## src/rtl/uart_rx_if.sv

```systemverilog
// rtl/uart_rx_if.sv - serial line and received-byte strobes of the UART receiver
interface uart_rx_if #(
    parameter int DBIT = 8
);
    logic            i_rx;
    logic [DBIT-1:0] o_rx_data;
    logic            os_rx_done;
    logic            os_frame_err;

    modport master (
        input  i_rx,
        output o_rx_data,
        output os_rx_done,
        output os_frame_err
    );

    modport slave (
        output i_rx,
        input  o_rx_data,
        input  os_rx_done,
        input  os_frame_err
    );
endinterface

```

## src/rtl/uart_rx.sv

```systemverilog
// rtl/uart_rx.sv - 16x oversampling UART receiver with frame-error and break handling
module uart_rx #(
    parameter int DBIT     = 8,
    parameter int SB_TICK  = 16,
    parameter int BAUD_DIV = 163
) (
    input  logic     clk,
    input  logic     rst,
    uart_rx_if.master bus
);
    localparam int TW = (BAUD_DIV > 1) ? $clog2(BAUD_DIV) : 1;
    localparam int SW = (SB_TICK > 16) ? $clog2(SB_TICK) : 4;
    localparam int NW = (DBIT > 1) ? $clog2(DBIT) : 1;

    typedef enum logic [2:0] {IDLE, START, DATA, STOP, WAIT_HIGH} state_t;

    state_t          r_state, w_state_nxt;
    logic [SW-1:0]   r_s, w_s_nxt;
    logic [NW-1:0]   r_n, w_n_nxt;
    logic [DBIT-1:0] r_sh, w_sh_nxt;
    logic [TW-1:0]   r_tick_cnt;
    logic            r_rx_meta, r_rx_s, r_rx_prev;
    logic [DBIT-1:0] r_rx_data;
    logic            r_done, r_err;
    logic            w_tick, w_done, w_err, w_stop_pt;

    // r_rx_prev is the synchronised line one clock earlier, for falling-edge detection
    always_ff @(posedge clk or posedge rst) begin
        if (rst) begin
            r_rx_meta <= 1'b1;
            r_rx_s    <= 1'b1;
            r_rx_prev <= 1'b1;
        end else begin
            r_rx_meta <= bus.i_rx;
            r_rx_s    <= r_rx_meta;
            r_rx_prev <= r_rx_s;
        end
    end

    assign w_tick = (r_tick_cnt == TW'(BAUD_DIV - 1));

    always_ff @(posedge clk or posedge rst) begin
        if (rst)         r_tick_cnt <= '0;
        else if (w_tick) r_tick_cnt <= '0;
        else             r_tick_cnt <= r_tick_cnt + 1'b1;
    end

    always_ff @(posedge clk or posedge rst) begin
        if (rst) begin
            r_state <= IDLE;
            r_s     <= '0;
            r_n     <= '0;
            r_sh    <= '0;
        end else begin
            r_state <= w_state_nxt;
            r_s     <= w_s_nxt;
            r_n     <= w_n_nxt;
            r_sh    <= w_sh_nxt;
        end
    end

    always_comb begin
        w_state_nxt = r_state;
        w_s_nxt     = r_s;
        w_n_nxt     = r_n;
        w_sh_nxt    = r_sh;
        case (r_state)
            IDLE: begin
                if (r_rx_prev && !r_rx_s) begin
                    w_state_nxt = START;
                    w_s_nxt     = '0;
                end
            end
            START: begin
                if (w_tick) begin
                    if (r_s == SW'(7)) begin
                        if (!r_rx_s) begin
                            w_state_nxt = DATA;
                            w_s_nxt     = '0;
                            w_n_nxt     = '0;
                        end else begin
                            w_state_nxt = IDLE;
                        end
                    end else begin
                        w_s_nxt = r_s + 1'b1;
                    end
                end
            end
            DATA: begin
                if (w_tick) begin
                    if (r_s == SW'(15)) begin
                        w_s_nxt  = '0;
                        w_sh_nxt = {r_rx_s, r_sh[DBIT-1:1]};
                        if (r_n == NW'(DBIT - 1)) w_state_nxt = STOP;
                        else                      w_n_nxt     = r_n + 1'b1;
                    end else begin
                        w_s_nxt = r_s + 1'b1;
                    end
                end
            end
            STOP: begin
                if (w_tick) begin
                    if (r_s == SW'(SB_TICK - 1)) w_state_nxt = r_rx_s ? IDLE : WAIT_HIGH;
                    else                         w_s_nxt     = r_s + 1'b1;
                end
            end
            WAIT_HIGH: begin
                if (r_rx_s) w_state_nxt = IDLE;
            end
            default: w_state_nxt = IDLE;
        endcase
    end

    always_comb begin
        w_stop_pt = (r_state == STOP) && w_tick && (r_s == SW'(SB_TICK - 1));
        w_done    = w_stop_pt && r_rx_s;
        w_err     = w_stop_pt && !r_rx_s;
    end

    always_ff @(posedge clk or posedge rst) begin
        if (rst) begin
            r_rx_data <= '0;
            r_done    <= 1'b0;
            r_err     <= 1'b0;
        end else begin
            r_done <= w_done;
            r_err  <= w_err;
            if (w_done) r_rx_data <= r_sh;
        end
    end

    assign bus.o_rx_data    = r_rx_data;
    assign bus.os_rx_done   = r_done;
    assign bus.os_frame_err = r_err;
endmodule

```

## src/flat_wrapper.sv

```systemverilog
// flat-port wrapper written by rule: the top's interface ports become plain ports
module uart_rx_flat 
#(
    parameter int DBIT     = 8,
    parameter int SB_TICK  = 16,
    parameter int BAUD_DIV = 163
)
  (clk, rst, bus_i_rx, bus_o_rx_data, bus_os_rx_done, bus_os_frame_err);
  uart_rx_if #(.DBIT(DBIT)) bus_i ();
  input  logic clk;
  input  logic rst;
  input wire logic [$bits(bus_i.i_rx)-1:0] bus_i_rx;
  output wire logic [$bits(bus_i.o_rx_data)-1:0] bus_o_rx_data;
  output wire logic [$bits(bus_i.os_rx_done)-1:0] bus_os_rx_done;
  output wire logic [$bits(bus_i.os_frame_err)-1:0] bus_os_frame_err;
  assign bus_i.i_rx = bus_i_rx;
  assign bus_o_rx_data = bus_i.o_rx_data;
  assign bus_os_rx_done = bus_i.os_rx_done;
  assign bus_os_frame_err = bus_i.os_frame_err;
  uart_rx #(.DBIT(DBIT), .SB_TICK(SB_TICK), .BAUD_DIV(BAUD_DIV)) u_core (.clk(clk), .rst(rst), .bus(bus_i));
endmodule
```

## config.mk

```make
export PLATFORM = sky130hd
export DESIGN_NAME = uart_rx_flat
export DESIGN_NICKNAME = d
export VERILOG_FILES = /design/src/rtl/uart_rx_if.sv /design/src/rtl/uart_rx.sv /design/src/flat_wrapper.sv
export SDC_FILE = /design/constraint.sdc
export NUM_CORES = 1
export LEC_CHECK = 0
export CORE_UTILIZATION = 39
export DETAILED_ROUTE_END_ITERATION = 16
export SKIP_LAST_GASP = 1
export SLEW_MARGIN = 30
export SYNTH_ARGS = -nofsm -noshare
export SYNTH_HDL_FRONTEND = slang
export SYNTH_SLANG_ARGS = --single-unit
export TNS_END_PERCENT = 20
```

## constraint.sdc

```tcl
create_clock -name clk -period 3.8 [get_ports clk]
set_input_delay 0.57 -clock clk [delete_from_list [all_inputs] [get_ports clk]]
set_output_delay 0.57 -clock clk [all_outputs]
set_load 0.05 [all_outputs]
```

# Word-level counts from Yosys, hierarchy flattened
# Index checks and enable logic that the tools add are counted.
totals:
  regBits: 39
  input_bits: 3
op_classes:
  n_reduce_logical: 13
  addsub: 3
  n_mux: 29
  eq_ne: 21
op_table:
  columns: ["operator", "count"]
  rows:
  - ["$mux 3", 16]
  - ["$mux 4", 8]
  - ["$ne 2x1->1 const B", 9]
  - ["$pmux 4 s4", 1]
  - ["$pmux 3 s5", 1]
  - ["$reduce_and 7->1", 2]
  - ["$reduce_and 9->1", 1]
  - ["$add 8x1->8 const B", 1]
  - ["$eq 8x8->1 const B", 1]
  - ["$mux 8", 1]
  - ["$eq 3x2->1 const B", 2]
  - ["$eq 3x3->1 const B", 2]
  - ["$ne 2x2->1 const B", 3]
  - ["$pmux 3 s2", 1]
  - ["$logic_and 1x1->1", 5]
  - ["$add 4x1->4 const B", 1]
  - ["$eq 4x3->1 const B", 1]
  - ["$eq 4x4->1 const B", 1]
  - ["$reduce_bool 4->1", 1]
  - ["$add 3x1->3 const B", 1]
  - ["$eq 3x1->1 const B", 1]
  - ["$logic_not 3->1", 1]
  - ["$ne 3x3->1 const B", 1]
  - ["$reduce_and 3->1", 1]
  - ["3 further kinds", 3]

# Logic depth before layout (Yosys ltp)
depth:
  word_depth: 5
  depth_mapped: 7

# Worst setup path after synthesis
# No wires, ideal clock.
synth_path:
  kind: "flip-flop to flip-flop"
  start: "register u_core.r_tick_cnt[2]"
  end: "register u_core.r_sh[0]"
  path_stages_with_launch: 6
  arrival_time_ps: 1665
  n_path_buf: 1
  path_slack_ps: 2010
  required_ps: 3675
  setup_ps: 125
  cell_sequence: "dfrtp_1 -> or3_4 -> nor2_8 -> and4_4 -> buf_12 -> mux2_4"
synth_between:
  elab_chain_cells: 2
synth_lines:
  columns: ["element", "line", "rtl"]
  rows:
  - ["start, declared", "uart_rx.sv:21", "logic [TW-1:0] r_tick_cnt;"]
  - ["start signal, assigned", "uart_rx.sv:45", "else r_tick_cnt <= r_tick_cnt + 1'b1;"]
  - ["$eq 8x8->1", "uart_rx.sv:40", "assign w_tick = (r_tick_cnt == TW'(BAUD_DIV - 1));"]
  - ["$reduce_and 3->1 (no source line)", null, null]
  - ["end signal, assigned", "uart_rx.sv:58", "r_sh <= w_sh_nxt;"]
  - ["end, declared", "uart_rx.sv:20", "logic [DBIT-1:0] r_sh, w_sh_nxt;"]
# Every way passes these cells.
# A chain may end at the register's enable or synchronous reset.

# Final worst setup path
layout_path:
  start: "register u_core.r_rx_data[5] (netlist: u_core.bus.o_rx_data[5])"
  end: "output port bus_o_rx_data[5]"
layout_rtl:
  columns: ["element", "line", "rtl"]
  rows:
  - ["start, declared", "uart_rx.sv:23", "logic [DBIT-1:0] r_rx_data;"]
  - ["start signal, assigned", "uart_rx.sv:128", "if (w_done) r_rx_data <= r_sh;"]
  - ["end, declared", "flat_wrapper.sv:13", "output wire logic [$bits(bus_i.o_rx_data)-1:0] bus_o_rx_data;"]
# No word-level cell between the ends.

==> metrics.md <==
| Metric | Value |
|---|---|
| Outcome | complete, no violations |
| Layout Cells excl Fill | 243 |
| Final wirelength | 3480 µm |
| Slew Limit Fails | 0 |
| Wire length of the first global-routing pass | 5910 µm |
| Slew margin rel. | 65.7% |
| #FFs+latches synth | 39 |
| Worst path cell trace | clkdlybuf4s50_1 |
| Aggregate global-route resource usage | 14.6% |
| Die Ht | 73.2 µm |
| Clk buf depth | 2 |
| Critical Path Fanout Max | 2 |
| CORE AREA | 4820 µm² |
| CP Class | reg2out |
| DR vias/cell | 5.15 |
| PortBufs | 12 |
| Fraction of layout cells with a size suffix above 1 | 18.2% |
| Post-route cell area | 2230 µm² |
| Avg Cell Area, Syn | 12.2 µm² |
| Worst slew pin tran | 513 ps |
| Hold depth | 0 |
| Met2 usage | 23.3% |
| Via count | 1251 |
| Sink of the worst hold path | u_core.r_rx_s$_DFF_PP1_ |
| Arrival time worst endpoint | 1440 ps |
| Yosys top cell by area | dfrtp_1 |
| Initial antenna violation count | 0 |
| Post-cts repair resize count | 0 |
| Std-Cell Rows | 25 |
| Die width | 73.2 µm |
| FF-to-FF setup slack | 1890 ps |
| Clock root buffer | clkbuf_8 |
| Busiest grt layer | met2 |
| Post-DP HPWL | 2520 µm |
| EDFF count, synth | 0 |
| Clk_skew | 4.41 ps |
| Length in cells of the worst reg-to-reg path | 4 |
| Synthesized Nets | 170 |
| Leakage power | 1.00 nW |
| Clk Latency, worst-skew pair | 280 ps |
| Post-route DRC | 0 |
| DRT antenna net count | 0 |
| CP Launch Type | flop |
| Post-placement worst setup slack | 1900 ps |
| Vias in the first global route | 1265 |
| Gpl congestion | 0.940 |
| Fin crit period | 2010 ps |
| R2R Path Start | u_core.r_tick_cnt[2]$_DFF_PP0_ |
| H-tree depth | 2 |
| Ranking of synthesized cells by area | dfrtp_1 46%, mux2_4 6.1%, mux2_1 5.1%, dfstp_2 4.0%, ha_1 3.2% |
| Primary FF master, synth | dfrtp_1 |
| Area Growth Syn to Fin | 12.8% |
| TritonCTS clock tree | done |
| Ys async rst share | 100% |
| Ant. Diodes | 0 |
| Cts-stage hold buffer count | 0 |
| Max Clk Rate | 497 MHz |
| Worst vdd ir | 0.000190 V |
| Worst flop-to-flop path endpoint | u_core.r_sh[7]$_DFFE_PP0P_ |
| Top cell type's share of synthesized area | 45.5% |
| Max-Cap Viols | 0 |
| Worst Path Required | 3230 ps |
| Clk sinks | 39 |
| Met1 usage | 18.9% |
| Unrepaired setup endpoints after global routing | false |
| Worst Setup Slack, final | 1790 ps |
| Final Net Count | 184 |
| Mapped Cells | 162 |
| Pin count of the biggest net entering global routing | 40 |
| Placed cell areas | 2140 µm² |
| WL/cell | 14.3 µm |
| Setup crit end kind | output port |
| Kind of cell adding the most delay to the critical path | buffers and inverters |
| Cells after DPL | 236 |
| Buf/Inv on CP | 1 |
| # setup viols final | 0 |
| Synthesis warning total | 0 |
| Final Hold Viols | 0 |
| Num CTS Buffers | 5 |
| Hold Slack | 360 ps |
| Critical path's slowest cell | clkdlybuf4s50_1 |
| CP peak stage delay | 800 ps |
| Period utilization | 53.0% |
| Detailed Routing Iterations Pass 1 | 4 |
| Post-Syn Area | 1980 µm² |
| Worst hold path class | reg2reg |
| Post-route setup TNS | 0 ps |
| Initial DRC count | 58 |
| Worst-path clk slew | 70 ps |
| Pwr Density | 355 nW/µm² |
| Die area | 5360 µm² |
| Ports | 13 |
| Hold_sp | u_core.r_rx_meta$_DFF_PP1_ |
| Met3 usage | 4.28% |
| Distinct cells, synth | 50 |
| Grt total ovfl | 0 |
| Register area share after synthesis | 49.5% |
| Setup bufs post-CTS | 0 |
| Initial Util | 41.1% |
-- cells in the mapped netlist (3+ instances only) --
library cell,number
buf_2,3
mux2i_1,5
ha_1,5
and3_1,3
inv_1,10
dfstp_2,3
a21oi_1,3
nand3_1,6
dfrtp_1,36
mux2_1,9
xnor2_1,5
nor2_1,9
nor3_1,5
nand2_1,9
mux2_4,8
-- cells in the final DEF, fill, tap and decap left out, drive strengths merged, types with 2 or more instances in the layout --
master,n
inv,10
and2,2
nand3,7
clkdlybuf4s50,12
and3,3
nor2,10
xnor2,5
ha,5
a22oi,2
a31oi,2
o21ai,3
clkbuf,6
mux2,18
nand2,9
mux2i,5
a21oi,4
nor3,5
or3,2
nor2b,2
nand2b,2
or3b,2
nor3b,2
dfrtp,36
and4,2
dfstp,3
-- report_power, final --
part           total, mW  internal [mW]  switching (mW)
registers          0.446          0.430          0.0161
clock network      0.274          0.142           0.131
logic             0.0710         0.0285          0.0425
total              0.791          0.601           0.190
-- cell type report --
cell class / count / area (µm²)
Clock inverter: 1 / 5.00
Tap cell: 67 / 83.8
Multi-Input combinational cell: 107 / 915
Inverter: 10 / 37.5
Clock buffer: 6 / 82.6
Fill cell: 464 / 2590
Sequential cell: 39 / 980
Timing Repair Buffer: 13 / 128
-- per-layer routing --
| metal | wire length [µm] | part of all wire [%] | up-vias |
|---|---|---|---|
| li1 | - | - | 598 |
| met5 | 0 | 0 | - |
| met2 | 1650 | 47 | 29 |
| met3 | 157 | 4.5 | 7 |
| met4 | 42 | 1.2 | 0 |
| met1 | 1630 | 47 | 617 |
-- how the worst max path moves through the flow --
stage | startpoint | to | slack (ps) | cells past startpoint
after global placement | u_core.r_tick_cnt[2]$_DFF_PP0_ | u_core.r_sh[0]$_DFFE_PP0P_ | 1920 | 4
after CTS | u_core.bus.o_rx_data[6]$_DFFE_PP0P_ | bus_o_rx_data[6] | 1770 | 1
after floorplan | u_core.r_tick_cnt[2]$_DFF_PP0_ | u_core.r_sh[0]$_DFFE_PP0P_ | 2010 | 5
after detailed placement | u_core.r_tick_cnt[2]$_DFF_PP0_ | u_core.r_sh[4]$_DFFE_PP0P_ | 1900 | 4
final | u_core.bus.o_rx_data[5]$_DFFE_PP0P_ | bus_o_rx_data[5] | 1790 | 1
after global routing | u_core.bus.o_rx_data[1]$_DFFE_PP0P_ | bus_o_rx_data[1] | 1740 | 1
-- metrics by stage --
| step | utilization (%) | power [mW] |
|---|---|---|
| floorplan | - | 0.505 |
| global placement | 44.5 | 0.518 |
| detailed placement | 44.5 | 0.526 |
| CTS | 46.3 | 0.803 |
| global route | 46.3 | 0.837 |
| finish | 46.3 | 0.791 |
-- cell families after synthesis --
family | count (synthesis) | share of synthesized area [%]
mux | 23 | 14.3
simple gates | 53 | 17.8
compound gates | 20 | 8.29
buf+inv | 16 | 4.24
fa+ha+maj | 5 | 3.16
flops | 39 | 49.5
xor+xnor | 6 | 2.66
-- state kept, by name (all words and copies together), names as in the netlist, 3 cells and up --
register,flops
u_core.r_sh,8
u_core.bus.o_rx_data,8
u_core.r_n,3
u_core.r_s,4
u_core.r_state,3
u_core.r_tick_cnt,8
(Power assumes the default switching activity.)
